<file path="config.mk">
export PLATFORM = sky130hd
export DESIGN_NAME = debug_bus_responder
export DESIGN_NICKNAME = d
export VERILOG_FILES = /design/src/rtl/debug_bus_responder.sv
export SDC_FILE = /design/constraint.sdc
export NUM_CORES = 1
export LEC_CHECK = 0
export ABC_CLOCK_PERIOD_IN_PS = 5250
export CORE_MARGIN = 2
export CORE_UTILIZATION = 30
export CTS_CLUSTER_DIAMETER = 120
export DETAILED_ROUTE_END_ITERATION = 10
export HOLD_SLACK_MARGIN = 0.15
export PLACE_DENSITY = 0.53
export SETUP_SLACK_MARGIN = 0.5
export SYNTH_ARGS = -nofsm -noshare
export SYNTH_HDL_FRONTEND = slang
export SYNTH_SLANG_ARGS = --single-unit
</file>
<file path="constraint.sdc">
create_clock -name clock -period 5.25 [get_ports clock]
set_clock_uncertainty 0.1 [all_clocks]
set_input_delay 1.05 -clock clock [delete_from_list [all_inputs] [get_ports clock]]
set_output_delay 1.05 -clock clock [all_outputs]
set_load 0.05 [all_outputs]
</file>
<file path="src/rtl/debug_bus_responder.sv">
// Memory-bus stand-in for core bring-up: answers strobe/writeEnable transactions after
// WAIT_STATES cycles, folds writes into an LED-visible signature and conditions an IRQ line.
module debug_bus_responder #(
  parameter int unsigned          ADDRESS_SIZE = 15,
  parameter int unsigned          DATA_SIZE    = 32,
  parameter int unsigned          WAIT_STATES  = 2,
  parameter logic [DATA_SIZE-1:0] GEN_STEP     = DATA_SIZE'(32'h9E3779B9),
  parameter int unsigned          IRQ_SIZE     = 2
) (
  input  logic                    clock,
  input  logic                    reset,
  input  logic [ADDRESS_SIZE-1:0] address,
  input  logic [DATA_SIZE-1:0]    dataWrite,
  input  logic                    writeEnable,
  input  logic                    strobe,
  output logic [DATA_SIZE-1:0]    dataRead,
  output logic                    ready,
  input  logic                    mode,
  input  logic                    displayStep,
  output logic [7:0]              bits,
  output logic [DATA_SIZE-1:0]    signature,
  output logic [15:0]             txnCount,
  input  logic                    irqSource,
  output logic [IRQ_SIZE-1:0]     interruptReq,
  output logic [1:0]              state_dbg
);

  // Handshake: the master raises strobe and holds it until ready; ready is a one-cycle
  // pulse, and a new transaction is only accepted after strobe has been seen low again.
  typedef enum logic [1:0] {ST_IDLE, ST_WAIT, ST_RESP, ST_DONE} state_e;

  localparam int unsigned          BYTES     = DATA_SIZE / 8;
  localparam int unsigned          IDX_W     = (BYTES > 1) ? $clog2(BYTES) : 1;
  localparam logic [IDX_W-1:0]     IDX_LAST  = IDX_W'(BYTES - 1);
  localparam logic [3:0]           WAIT_INIT = (WAIT_STATES == 0) ? 4'd0 : 4'(WAIT_STATES - 1);

  function automatic logic [DATA_SIZE-1:0] rotl8(input logic [DATA_SIZE-1:0] x);
    return {x[DATA_SIZE-9:0], x[DATA_SIZE-1:DATA_SIZE-8]};
  endfunction

  state_e                  state_q, state_d;
  logic [3:0]              cnt_q, cnt_d;
  logic [ADDRESS_SIZE-1:0] addr_q, addr_d;
  logic [DATA_SIZE-1:0]    wdata_q, wdata_d;
  logic                    we_q, we_d;
  logic                    mode_q, mode_d;
  logic                    ready_q, ready_d;
  logic [DATA_SIZE-1:0]    rdata_q, rdata_d;
  logic [DATA_SIZE-1:0]    sig_q, sig_d;
  logic [DATA_SIZE-1:0]    last_q, last_d;
  logic [DATA_SIZE-1:0]    gen_q, gen_d;
  logic [15:0]             txn_q, txn_d;
  logic [IDX_W-1:0]        idx_q, idx_d;
  logic [7:0]              bits_q, bits_d;
  logic                    step_prev_q, step_prev_d;
  logic [IRQ_SIZE-1:0]     irq_q, irq_d;

  logic                    enter_resp;
  logic [ADDRESS_SIZE-1:0] txn_addr;
  logic [DATA_SIZE-1:0]    txn_wdata;
  logic                    txn_we;
  logic                    txn_mode;
  logic [DATA_SIZE-1:0]    addr_ext;

  always_comb begin
    state_d     = state_q;
    cnt_d       = cnt_q;
    addr_d      = addr_q;
    wdata_d     = wdata_q;
    we_d        = we_q;
    mode_d      = mode_q;
    ready_d     = 1'b0;
    rdata_d     = rdata_q;
    sig_d       = sig_q;
    last_d      = last_q;
    gen_d       = gen_q;
    txn_d       = txn_q;
    idx_d       = idx_q;
    step_prev_d = displayStep;
    enter_resp  = 1'b0;

    // With zero wait states the transaction completes on its acceptance edge, so the
    // live inputs stand in for the not-yet-latched copies.
    txn_addr  = (state_q == ST_IDLE) ? address     : addr_q;
    txn_wdata = (state_q == ST_IDLE) ? dataWrite   : wdata_q;
    txn_we    = (state_q == ST_IDLE) ? writeEnable : we_q;
    txn_mode  = (state_q == ST_IDLE) ? mode        : mode_q;
    addr_ext  = DATA_SIZE'(txn_addr);

    case (state_q)
      ST_IDLE: begin
        if (strobe) begin
          addr_d  = address;
          wdata_d = dataWrite;
          we_d    = writeEnable;
          mode_d  = mode;
          if (WAIT_STATES == 0) begin
            state_d    = ST_RESP;
            enter_resp = 1'b1;
          end else begin
            state_d = ST_WAIT;
            cnt_d   = WAIT_INIT;
          end
        end
      end
      ST_WAIT: begin
        if (cnt_q == 4'd0) begin
          state_d    = ST_RESP;
          enter_resp = 1'b1;
        end else begin
          cnt_d = cnt_q - 4'd1;
        end
      end
      ST_RESP: state_d = ST_DONE;
      ST_DONE: if (!strobe) state_d = ST_IDLE;
      default: state_d = ST_IDLE;
    endcase

    if (enter_resp) begin
      ready_d = 1'b1;
      if (txn_q != 16'hFFFF) txn_d = txn_q + 16'd1;
      if (txn_we) begin
        sig_d  = rotl8(sig_q) ^ txn_wdata ^ addr_ext;
        last_d = txn_wdata;
      end else if (txn_mode) begin
        rdata_d = last_q;
      end else begin
        rdata_d = gen_q ^ addr_ext;
        gen_d   = rotl8(gen_q) + GEN_STEP;
      end
    end

    if (displayStep && !step_prev_q) idx_d = (idx_q == IDX_LAST) ? '0 : idx_q + 1'b1;
    bits_d = ~sig_q[8*idx_q +: 8];
  end

  generate
    if (IRQ_SIZE == 1) begin : g_irq_single
      assign irq_d = irqSource;
    end else begin : g_irq_shift
      assign irq_d = {irq_q[IRQ_SIZE-2:0], irqSource};
    end
  endgenerate

  always_ff @(posedge clock) begin
    if (reset) begin
      state_q     <= ST_IDLE;
      cnt_q       <= '0;
      addr_q      <= '0;
      wdata_q     <= '0;
      we_q        <= 1'b0;
      mode_q      <= 1'b0;
      ready_q     <= 1'b0;
      rdata_q     <= '0;
      sig_q       <= '0;
      last_q      <= '0;
      gen_q       <= '0;
      txn_q       <= '0;
      idx_q       <= '0;
      bits_q      <= 8'hFF;
      step_prev_q <= 1'b0;
      irq_q       <= '0;
    end else begin
      state_q     <= state_d;
      cnt_q       <= cnt_d;
      addr_q      <= addr_d;
      wdata_q     <= wdata_d;
      we_q        <= we_d;
      mode_q      <= mode_d;
      ready_q     <= ready_d;
      rdata_q     <= rdata_d;
      sig_q       <= sig_d;
      last_q      <= last_d;
      gen_q       <= gen_d;
      txn_q       <= txn_d;
      idx_q       <= idx_d;
      bits_q      <= bits_d;
      step_prev_q <= step_prev_d;
      irq_q       <= irq_d;
    end
  end

  assign dataRead     = rdata_q;
  assign ready        = ready_q;
  assign bits         = bits_q;
  assign signature    = sig_q;
  assign txnCount     = txn_q;
  assign interruptReq = irq_q;
  assign state_dbg    = state_q;

endmodule

</file>
# [Yosys cells after proc, flatten, opt, wreduce, memory -nomap -nowiden]
# Index checks and enable logic that the tools add are counted.
[op_classes] n_addsub=4 bitwise_logic=6 n_reduce_logical=12 shift=1 eq_ne=9 muxes=16
[ops] operator="2-to-1 mux 32 bit" n=2
[ops] operator="bitwise XOR 32 x 15 -> 32 bit" n=2
[ops] operator="adder 32 bit, second input constant" n=1
[ops] operator="indexed part select 32 x 6 -> 8 bit" n=1
[ops] operator="bitwise XOR 32 bit" n=1
[ops] operator="adder 16 x 1 -> 16 bit, second input constant" n=1
[ops] operator="!= test 16 bit, second input constant" n=1
[ops] operator="2-to-1 mux 15 bit" n=1
[ops] operator="AND reduction 3 bit" n=3
[ops] operator="2-to-1 mux 2 bit" n=4
[ops] operator="2-to-1 mux 4 bit" n=2
[ops] operator="!= test 2 bit, second input constant" n=4
[ops] operator="inverter 8 bit" n=1
[ops] operator="case mux 2 bit (4 select lines)" n=1
[ops] operator="case mux 4 bit (2 select lines)" n=1
[ops] operator="AND reduction 2 bit" n=4
[ops] operator="== test 2 bit, second input constant" n=3
[ops] operator="2-to-1 mux 1 bit" n=5
[ops] operator="logical NOT 4 bit" n=1
[ops] operator="subtractor 4 x 1 -> 4 bit, second input constant" n=1
[ops] operator="adder 2 x 1 -> 2 bit, second input constant" n=1
[ops] operator="== test 2 x 1 -> 1 bit, second input constant" n=1
[ops] operator="logical NOT 2 bit" n=1
[ops] operator="inverter 1 bit" n=2
[ops] operator="other kinds (3)" n=3
[totals] regBits=213 in_bits=54 elab_cells=64

# [Depth between registers and ports, before layout]
[logic_depth] word_depth=4 depth_mapped=9 depth_no_buf=7

# [Worst setup path before layout]
# No wires, ideal clock.
[synth_path] path_kind="register to register" from="register state_q[0], in the netlist state_dbg[0]" to="register txn_q[15], in the netlist txnCount[15]" slack_ns=2.627 required_time_ns=5.080 synth_period_minus_slack_ns=2.623 arrival_time_ns=2.453 setup_ns=0.070 stages_incl_launch_ff=8 cell_sequence="dfxtp_1 ha_1 clkbuf_2 and4bb_2 nand4_1 a2111o_1 or3_1 a21oi_1"
[synth_via] elab_chain_cells=3
[synth_lines] element="start: declaration" line="41" source="state_e state_q, state_d;"
[synth_lines] element="start signal: assignment" line="164" source="state_q <= state_d;"
[synth_lines] element="== test 2 x 1 -> 1 bit" line="90" source="case (state_q)"
[synth_lines] element="2-to-1 mux 1 bit" line="90"
[synth_lines] element="AND reduction 2 bit (no line)"
[synth_lines] element="end signal: assignment" line="175" source="txn_q <= txn_d;"
[synth_lines] element="end: declaration" line="52" source="logic [15:0] txn_q, txn_d;"
# Every way passes these cells.
# A chain may end at the register's enable or synchronous reset.

# [Worst setup path in the final report]
[layout_path] from="input port mode" to="register gen_q[31]"
[layout_via] elab_chain_cells=3
[layout_lines] element="start: declaration" line="18" source="input logic mode,"
[layout_lines] element="2-to-1 mux 1 bit" line="87" source="txn_mode = (state_q == ST_IDLE) ? mode : mode_q;"
[layout_lines] element="inverter 1 bit (no line)"
[layout_lines] element="AND reduction 3 bit (no line)"
[layout_lines] element="end signal: assignment" line="174" source="gen_q <= gen_d;"
[layout_lines] element="end: declaration" line="51" source="logic [DATA_SIZE-1:0] gen_q, gen_d;"
# Every way passes these cells.

==> impl_metrics.py <==
metrics = {
    "run_status": {
        "run_status": "finished clean",
    },
    "setup_path": {
        "worst_path_dominant_cell_family": "simple AND/OR/NAND/NOR gates",
        "crit_path_max_fanout": 34,
        "worstPathArrival_ps": 3540,
        "worst_ep_required_time_ps": 5590,
        "regToRegStartpoint": "state_dbg[0]",
        "crit_path_class": "primary input to flip-flop",
        "crit_path_top_delay_cell": "sky130_fd_sc_hd__or3_1",
        "cp_cell_sequence": "clkdlybuf4s50_1, mux2_2, or3_1, or4_1, o311ai_1",
        "critical_path.startpoint_type": "primary input",
        "critPathCaptureType": "flip-flop",
        "cp-startpoint": "mode",
        "cp_num_buf_inv": 1,
        "cpPeakStageDelay_ps": 740,
    },
    "synthesis": {
        "synth_top_family_by_area": "simple AND/OR/NAND/NOR gates",
        "yosysTopAreaCell": "sky130_fd_sc_hd__dfxtp_1",
        "synth_enable_flop_cells": 0,
        "postSynthRegisterBits": 213,
        "synth-warning-count": 0,
        "ys.flop_type": "sky130_fd_sc_hd__dfxtp_1",
        "synth_async_sr_flop_share_pct": 0,
        "avgSynthCellArea_sq_um": 8.50,
        "top_post_synthesis_cells_by_area": "sky130_fd_sc_hd__dfxtp_1 (41%), sky130_fd_sc_hd__nand2_1 (8.6%), sky130_fd_sc_hd__xnor2_1 (6.1%), sky130_fd_sc_hd__mux2i_1 (5.0%), sky130_fd_sc_hd__nor2_1 (4.7%)",
        "yosys.cell_types.count": 75,
        "synth_simple_gate_area_share_pct": 20.0,
        "synthesis.area_sq_um": 10300,
        "synth_seq_area_share_pct": 41.4,
        "complex_gate_fraction_of_the_synthesized_area_pct": 17.0,
        "xor_xnor_cell_area_share_of_the_yosys_netlist_pct": 8.67,
        "synthesis.instances": 1213,
        "syn-num-nets": 1276,
        "synthAdderAreaFrac_pct": 1.09,
        "post_synth_mux_area_share_pct": 6.92,
        "synthDominantCellAreaShare_pct": 41.4,
    },
    "global_routing": {
        "first_global_vias": 7808,
        "global_route.usage.total_pct": 16.5,
        "grt_antenna_before_repair": 2,
        "grt.overflow.total": 0,
        "global_route_wire_length_before_repair_microns": 46600,
        "grt_max_degree": 134,
    },
    "clocking": {
        "tritoncts": "yes",
        "cts_htree_levels": 1,
        "clkSlewWorstSetupHoldPaths_ps": 60,
        "clock_tree.root_cell": "sky130_fd_sc_hd__clkbuf_16",
        "numCtsBuffers": 26,
        "cts_buffer_depth": 3,
        "cts.sink_count": 213,
        "cts.repair_timing.setup_buffer_count": 0,
        "cts.hold.buffers_added": 0,
        "worstSkewPairLatency_ps": 540,
        "total_of_cells_resized_after_clock_tree_synthesis": 0,
    },
    "die": {
        "core-area_sq_um": 33700,
        "number_of_core_rows": 67,
        "chipHeight_microns": 189,
        "die-area_sq_um": 35800,
        "die-width_microns": 189,
        "initial_utilization_pct": 30.6,
        "io-pin-count": 147,
    },
    "route": {
        "drtAntennaViolNets": 0,
        "drt-pass1-iter-count": 5,
        "drcViolationCount": 0,
        "vias_per_cell": 4.90,
        "routed_wire_length_per_instance_microns": 17.4,
        "first_iter_violations": 487,
        "total_detailed_routing_wirelength_microns": 30700,
        "via_count": 8650,
    },
    "timing": {
        "timing.final.hold_violations": 0,
        "timing.final.setup_violations": 0,
        "tightest_slew_ps": 1130,
        "relSlewSlack_pct": 24.9,
        "final_max_slew_viol_count": 0,
        "grt_setup_unrepaired": "false",
        "post-route-period-util_pct": 61.0,
        "max_freq_mhz": 312,
        "finalSetupTns_ps": 0,
        "fin_crit_ps": 3200,
    },
    "placed_design": {
        "numPlacedInstances": 1720,
        "placed_cell_area_sq_um": 11900,
        "gp_congestion": 0.835,
        "dpl.hpwl_microns": 21900,
        "numPortBuffers": 146,
    },
    "cells_and_area": {
        "fin_util_pct": 37.8,
        "fin_nets": 1363,
        "layout-drive-gt1-share_pct": 6.16,
        "instances_no_fill": 1764,
        "postLayoutCellArea_sq_um": 12800,
        "area.growth.synth_to_final_pct": 23.7,
        "final_cell_mix": "sky130_fd_sc_hd__nand2_1 (236), sky130_fd_sc_hd__dfxtp_1 (213), sky130_fd_sc_hd__clkdlybuf4s50_1 (145)",
        "most_common_library_cell_in_the_layout_ignoring_fill_and_taps": "sky130_fd_sc_hd__nand2_1",
    },
    "worst_hold_path": {
        "worst_hold_path_type": "flip-flop to flip-flop",
        "worst_hold_startpoint": "wdata_q[25]",
    },
    "pwr": {
        "power.density_nw_per_um2": 547,
        "total_leakage_power_nw": 4.36,
        "vdd.ir_drop.worst_mv": 0.330,
        "total_power_w": 0.00697,
    },
    "job": {
        "timing.max_cap.violations": 0,
    },
}
worst min-delay path, cell delays in order, from the launching register on:
cell and delay, ps:
sky130_fd_sc_hd__dfxtp_1 300, sky130_fd_sc_hd__nand2_1 50, sky130_fd_sc_hd__a21oi_1 50
layer usage:
| layer | GRT usage, % | wire (microns) |
|---|---|---|
| met5 | 0 | 0 |
| met4 | 3.28 | 362 |
| met3 | 2.82 | 1790 |
| met2 | 25.5 | 13500 |
| met1 | 24.2 | 15100 |
layout make-up:
| class | instances | area, sq um |
|---|---|---|
| inverters | 8 | 30.0 |
| diodes | 2 | 5.00 |
| flip-flops and latches | 213 | 4260 |
| well taps | 448 | 561 |
| repair buffers | 154 | 1540 |
| multi-input cells | 897 | 5560 |
| clock buffers | 38 | 766 |
| clock inverters | 4 | 33.8 |
| fillers | 3453 | 20900 |
flip-flops by register name, indices dropped and copies added, names as in the netlist:
| register | cells |
|---|---|
| last_q | 32 |
| ready | 1 |
| dataRead | 32 |
| interruptReq | 2 |
| state_dbg | 2 |
| wdata_q | 32 |
| step_prev_q | 1 |
| gen_q | 32 |
| cnt_q | 4 |
| mode_q | 1 |
| addr_q | 15 |
| we_q | 1 |
| txnCount | 16 |
| idx_q | 2 |
| bits | 8 |
| signature | 32 |
synth_stat cells, types with 9 or more instances:
library cell               count
sky130_fd_sc_hd__nor3_1       16
sky130_fd_sc_hd__nand3b_1      9
sky130_fd_sc_hd__nand2_1     236
sky130_fd_sc_hd__a311oi_1     36
sky130_fd_sc_hd__xnor2_1      72
sky130_fd_sc_hd__o21ai_0      34
sky130_fd_sc_hd__or3_1        11
sky130_fd_sc_hd__dfxtp_1     213
sky130_fd_sc_hd__nor2_1      128
sky130_fd_sc_hd__a21oi_1      87
sky130_fd_sc_hd__nand2b_1     11
sky130_fd_sc_hd__mux2i_1      51
sky130_fd_sc_hd__clkbuf_1     67
sky130_fd_sc_hd__xor2_1       30
sky130_fd_sc_hd__a211oi_1     63
sky130_fd_sc_hd__ha_1          9
cells by family (layout without fill, tap and decap cells):
logic type | after synthesis | after routing
buffers and inverters | 103 | 204
xor gates and xnor gates | 102 | 102
muxes | 61 | 61
and+or+nand+nor | 467 | 467
DFF | 213 | 213
AOI/OAI and AO/OA | 258 | 258
adders and majority gates | 9 | 9
other | 0 | 2
per-stage QoR:
| stage | hold slack (ps) | setup slack [ps] |
|---|---|---|
| floorplan | 334 | 2630 |
| global placement | 339 | 1520 |
| detailed placement | 347 | 1510 |
| CTS | 355 | 2070 |
| global route | 377 | 1940 |
| finish | 352 | 2050 |
path summary, 6_finish.rpt:
kind,endpoint,slack [ps],cells past startpoint
worst min-delay path,wdata_q[25],350,2
worst min register to register,wdata_q[25],350,2
worst max-delay path,gen_q[31],2050,5
worst max register to register,gen_q[31],2210,6
where the power goes:
group / internal, W / switching [W]
Sequential: 0.00195 / 0.000354
Clock: 0.000999 / 0.000692
Combinational: 0.00112 / 0.00187
Total: 0.00406 / 0.00291
Note: power is estimated with default switching activity, not from simulation.
